### config.mk
export PLATFORM = sky130hd
export DESIGN_NAME = param_stack
export DESIGN_NICKNAME = d
export VERILOG_FILES = /design/src/rtl/param_stack_pkg.sv /design/src/rtl/stack_regfile.sv /design/src/rtl/param_stack.sv
export SDC_FILE = /design/constraint.sdc
export NUM_CORES = 1
export LEC_CHECK = 0
export BUFFER_PORTS_ARGS = -buffer_cell sky130_fd_sc_hd__buf_2
export CORE_MARGIN = 10
export CORE_UTILIZATION = 65
export CTS_BUF_LIST = sky130_fd_sc_hd__clkbuf_16
export DETAILED_ROUTE_END_ITERATION = 8
export MAX_ROUTING_LAYER = met4
export PLACE_DENSITY_LB_ADDON = 0.3
export SYNTH_ARGS = -nofsm -noshare
export SYNTH_HDL_FRONTEND = slang
export SYNTH_HIERARCHICAL = 1
export SYNTH_SLANG_ARGS = --single-unit
### constraint.sdc
create_clock -name clk -period 5.7 [get_ports clk]
set_input_delay 1.14 -clock clk [delete_from_list [all_inputs] [get_ports clk]]
set_output_delay 1.14 -clock clk [all_outputs]
set_load 0.02 [all_outputs]
### src/rtl/param_stack_pkg.sv
// Shared definitions for the parametrised LIFO stack: command encoding
// and the elaboration-time width helpers used by the stack and its storage.
package param_stack_pkg;

   // Command decode is formed as {pop, push}
   typedef enum logic [1:0] {
      OP_NONE = 2'b00,
      OP_PUSH = 2'b01,
      OP_POP  = 2'b10,
      OP_REPL = 2'b11
   } op_e;

   // Ceiling log2; clog2(1) == 0
   function automatic int clog2(input int value);
      int result;
      int rem;
      result = 0;
      rem    = value - 1;
      while (rem > 0) begin
         result = result + 1;
         rem    = rem >> 1;
      end
      return result;
   endfunction

   // Larger of two integers, used to keep address widths at least one bit
   function automatic int max_int(input int a, input int b);
      return (a > b) ? a : b;
   endfunction

endpackage

### src/rtl/stack_regfile.sv
// Stack storage: one synchronous write port and two combinational read
// ports (top of stack and peek). Contents are never reset; the stack
// controller tracks which entries are meaningful.
module stack_regfile
   import param_stack_pkg::*;
#(
   parameter  int WIDTH = 4,
   parameter  int DEPTH = 10,
   localparam int AW    = max_int(1, clog2(DEPTH))
) (
   input  logic             clk,
   input  logic             we,
   input  logic [AW-1:0]    waddr,
   input  logic [WIDTH-1:0] wdata,
   input  logic [AW-1:0]    top_addr,
   output logic [WIDTH-1:0] top_data,
   input  logic [AW-1:0]    peek_addr,
   output logic [WIDTH-1:0] peek_data
);

   // The array spans every encodable address so that a read with an
   // out-of-range index (masked later by the controller) stays in bounds.
   localparam int SLOTS = 1 << AW;

   logic [WIDTH-1:0] mem [SLOTS];

   // Single write port; the controller already suppresses writes during reset
   always_ff @(posedge clk) begin
      if (we) begin
         mem[waddr] <= wdata;
      end
   end

   assign top_data  = mem[top_addr];
   assign peek_data = mem[peek_addr];

endmodule

### src/rtl/param_stack.sv
// Parametrised LIFO stack with replace-top (push+pop in one cycle),
// occupancy count, almost_full, an arbitrary-depth peek port, sticky
// overflow/underflow flags and a synchronous clear. The stack pointer is
// the count itself: the top entry lives at count-1, new words go to count.
module param_stack
   import param_stack_pkg::*;
#(
   parameter  int WIDTH    = 4,
   parameter  int DEPTH    = 10,
   parameter  int AF_LEVEL = DEPTH - 1,
   localparam int CW       = clog2(DEPTH + 1),
   localparam int PW       = max_int(1, clog2(DEPTH))
) (
   input  logic             clk,
   input  logic             reset,
   input  logic             clear,
   input  logic             push,
   input  logic             pop,
   input  logic [WIDTH-1:0] data_in,
   output logic [WIDTH-1:0] data_out,
   input  logic [PW-1:0]    peek_idx,
   output logic [WIDTH-1:0] peek_data,
   output logic             peek_valid,
   output logic [CW-1:0]    count,
   output logic             full,
   output logic             almost_full,
   output logic             empty,
   output logic             overflow,
   output logic             underflow
);

   // Index arithmetic is carried one bit wider than the count so that
   // count-1 and count-1-peek_idx never wrap into a plausible address
   // before the validity checks mask them.
   localparam int            EW      = CW + 1;
   localparam logic [CW-1:0] DEPTH_C = CW'(DEPTH);
   localparam logic [CW-1:0] AF_C    = CW'(AF_LEVEL);

   op_e              op;
   logic             we;
   logic [PW-1:0]    waddr;
   logic [PW-1:0]    top_addr;
   logic [PW-1:0]    peek_addr;
   logic [WIDTH-1:0] top_word;
   logic [WIDTH-1:0] peek_word;
   logic [EW-1:0]    count_ext;
   logic [EW-1:0]    idx_ext;

   assign op        = op_e'({pop, push});
   assign count_ext = EW'(count);
   assign idx_ext   = EW'(peek_idx);
   assign top_addr  = PW'(count_ext - EW'(1));
   assign peek_addr = PW'(count_ext - EW'(1) - idx_ext);

   // Status decode straight from the count register
   assign full        = (count == DEPTH_C);
   assign empty       = (count == '0);
   assign almost_full = (count >= AF_C);
   assign peek_valid  = (idx_ext < count_ext);

   // Output gating: nothing from storage leaks out unless it is a live entry
   assign data_out  = empty      ? '0 : top_word;
   assign peek_data = peek_valid ? peek_word : '0;

   // Storage write decode; reset and clear suppress every write so X or
   // stale commands during those cycles cannot disturb the array
   always_comb begin
      we    = 1'b0;
      waddr = PW'(count);
      if (!reset && !clear) begin
         unique case (op)
            OP_PUSH: we = !full;
            OP_REPL: begin
               we = 1'b1;
               if (!empty) begin
                  waddr = top_addr;
               end
            end
            default: we = 1'b0;
         endcase
      end
   end

   // Count and sticky error flags; clear outranks any command in the same cycle
   always_ff @(posedge clk or posedge reset) begin
      if (reset) begin
         count     <= '0;
         overflow  <= 1'b0;
         underflow <= 1'b0;
      end else if (clear) begin
         count     <= '0;
         overflow  <= 1'b0;
         underflow <= 1'b0;
      end else begin
         unique case (op)
            OP_PUSH: begin
               if (full) begin
                  overflow <= 1'b1;
               end else begin
                  count <= count + 1'b1;
               end
            end
            OP_POP: begin
               if (empty) begin
                  underflow <= 1'b1;
               end else begin
                  count <= count - 1'b1;
               end
            end
            OP_REPL: begin
               // Replace-top leaves the count alone; on an empty stack the
               // push half still lands and the missing pop is flagged
               if (empty) begin
                  count     <= CW'(1);
                  underflow <= 1'b1;
               end
            end
            default: count <= count;
         endcase
      end
   end

   stack_regfile #(
      .WIDTH (WIDTH),
      .DEPTH (DEPTH)
   ) u_regfile (
      .clk       (clk),
      .we        (we),
      .waddr     (waddr),
      .wdata     (data_in),
      .top_addr  (top_addr),
      .top_data  (top_word),
      .peek_addr (peek_addr),
      .peek_data (peek_word)
   );

endmodule

==> results_dict.tcl <==
set metrics [dict create \
    syn_to_final_growth_pct 10.7 \
    total_leakage_power_nw 1.69 \
    cts.clk_slew.worst_paths_ps 60 \
    grt_pass1_vias 2585 \
    final_cells 381 \
    vdd_drop_max_mv 0.283 \
    avgSynthCellArea_sq_um 14.7 \
    reg2regPathDepth 7 \
    clockRootBuffer "clkbuf_16" \
    swShare_pct 35.3 \
    fin_setup_tns_ps 0 \
    clockPowerShare_pct 28.6 \
    r2r_end "u_regfile/mem[4][2]" \
    cts_setup_buffers 0 \
    dr.pass1.iters 5 \
    gr-usage-all-layers_pct 19.1 \
    end_kind "primary output" \
    synth.most_common_cell "edfxtp_1" \
    clk_path_buf_depth 2 \
    min_path_type "reg -> reg" \
    slew_headroom_pct 42.1 \
    worst_path_max_delay_cell "xor2_1" \
    synth-async-reset-ratio_pct 8.57 \
    rrSetupSlack_ps 2310 \
    fin_crit_sh_pct 85.4 \
    drtIter0Drc 328 \
    rsz0062_at_grt "false" \
    dp.cells 365 \
    min_path_cells 2 \
    drive_above_1_share_pct 20.6 \
    final-max-slew-violation-count 0 \
    crit_buf_inv 2 \
    viasPerCell 7.05 \
    dr_total_vias 2687 \
    critPathArrivalTime_ps 3730 \
    min_to "overflow" \
    setup_viol 0 \
    fin_crit_ps 4870 \
    drv_cap 0 \
    drcViolationCount 0 \
    cts_hold_buf 0 \
    place.gp.congestion 0.880 \
    clk_latency_ps 330 \
    yosysSeqAreaShare_pct 51.5 \
    p_sw_mw 0.664 \
    dpl.hpwl_mm 6.38 \
    syn_area_sq_um 4020 \
    cts_made_buffers 9 \
    crit_type "reg -> out" \
    nets 325 \
    synth_top_area_cell "edfxtp_1" \
    fp.dieW_um 98.7 \
    synth_common_cells "64 x edfxtp_1, 28 x mux4_1, 22 x nor2_1" \
    regArea_sq_um 2070 \
    multi_input_area_sq_um 1790 \
    ys.flop_type "edfxtp_1" \
    grt_max_degree 21 \
    die_height_um 98.7 \
    cp_common_cell "ha_1" \
    tritoncts "built" \
    ys_types 50 \
    drt-total-wl_mm 9.16 \
    power_density_nw_per_um2 423 \
    clock-sinks 70 \
    yosys-top-cells-area "edfxtp_1 48%, mux4_1 18%, dfrtp_1 3.7%, ha_1 3.4%, mux4_2 2.2%" \
    die-area_sq_um 9730 \
    startpoint_type "flip-flop" \
    cp.required_ps 4560 \
    pwr-share-comb_pct 40.2 \
    diodes 0 \
    ys.warnings.count 6 \
    finalHoldViolations 0 \
    grt_pass1_wl_mm 14.2 \
    htree_levels 3 \
    grt_overflow 0 \
    num_rows 28 \
    path_cells "inv_1 > ha_1 > xor2_1 > ha_1 > xnor2_1 > nor2b_1 > a22oi_1 > nand3_1 > nor3b_1 > buf_2" \
    worst_pin_slew_ps 862 \
    synth.ff_latch_count 70 \
    timing.rr.start "count[0]" \
    synth-edff-count 64 \
    nFillCells 348 \
    p_int_mw 1.22 \
    fmax_mhz 205 \
    syn_nets 297 \
    cts_resized 0 \
    synth.top_cell.area_share_pct 47.8 \
    ant_nets 0 \
    wl_per_cell_um 24.0 \
    finClkSkew_ps 3.60 \
    status "complete, no violations" \
    path_delay_family "XOR/XNOR gates" \
    min_from "overflow" \
    coreArea_sq_um 5960 \
    path_max_fanout 8 \
    antenna_found_initial 0 \
    pin_count 31 \
    sequentialPowerShare_pct 31.2 \
    io_buffers 30 \
    syn_inst 273 \
    start_util_pct 67.5 \
    slowest_delay_ps 580 \
]
-- cell type report --
cell class                      instances  share of cell area, %
Sequential cell                        70                   46.6
Multi-Input combinational cell        176                   40.1
Clock buffer                            9                   5.06
Timing Repair Buffer                   31                   3.54
Tap cell                               75                   2.11
Clock inverter                          7                   1.49
Inverter                               13                   1.10
-- how the worst max path moves through the flow --
stage,startpoint,endpoint,slack [ps],depth (start not counted)
after global routing,count[1],peek_data[1],590,10
after CTS,count[1],peek_data[0],880,10
after detailed placement,peek_idx[0],peek_data[3],1170,8
after global placement,peek_idx[0],peek_data[3],1220,8
after floorplan,count[0],peek_data[0],1510,9
final,count[1],peek_data[3],830,10
-- flip-flops by register name (all words and copies together) (netlist names) --
| name | cells |
|---|---|
| count | 4 |
| overflow | 1 |
| u_regfile/mem | 64 |
| underflow | 1 |
-- cell usage in the layout, fill, tap and decap left out, drive strengths merged, types with 8 or more instances in the layout --
master / instances
a21oi: 9
a22oi: 8
buf: 31
clkbuf: 9
edfxtp: 64
ha: 11
inv: 14
mux4: 32
nand2: 14
nand3: 17
nor2: 22
nor2b: 10
-- metrics by stage --
| stage | hold WS [ps] | instance area (sq um) | power (mW) | setup slack [ps] | util [%] |
|---|---|---|---|---|---|
| 2_1_floorplan | 596 | 4020 | 1.16 | 1510 | - |
| 3_3_place_gp | 479 | 4160 | 1.31 | 1220 | 69.8 |
| 3_5_place_dp | 489 | 4160 | 1.33 | 1170 | 69.8 |
| 4_1_cts | 502 | 4450 | 1.87 | 884 | 74.7 |
| 5_1_grt | 531 | 4450 | 1.96 | 588 | 74.7 |
| 6_report | 502 | 4450 | 1.88 | 834 | 74.7 |
-- power by group through the flow --
stage	sequential (mW)	combinational [mW]	clock, mW
after floorplan	0.597	0.566	0
after global placement	0.596	0.717	0
after detailed placement	0.597	0.733	0
after CTS	0.587	0.743	0.540
after global routing	0.589	0.803	0.570
final	0.587	0.756	0.538
-- kinds of logic after synthesis --
group / after synthesis / share of synthesized area (%)
and+or+nand+nor: 90 / 12.1
DFF: 70 / 51.5
AOI/OAI and AO/OA: 35 / 6.57
muxes: 33 / 20.8
buffers and inverters: 27 / 4.04
adders and majority gates: 11 / 3.42
xor gates and xnor gates: 7 / 1.52
-- layer usage --
metal / part of all wire, % / track usage [%]
met1: 41 / 24.4
met2: 46 / 28.4
met3: 11 / 5.80
met4: 2.1 / 6.39
met5: 0 / -
-- worst reg2reg max path: cells and delay by family, from the launching register on --
family	cells	cell delay [ps]
AND/OR/NAND/NOR	4	1840
flip-flops	1	520
buffers and inverters	2	380
adder cells (fa/ha/maj)	1	260
Note: power is estimated with default switching activity, not from simulation.
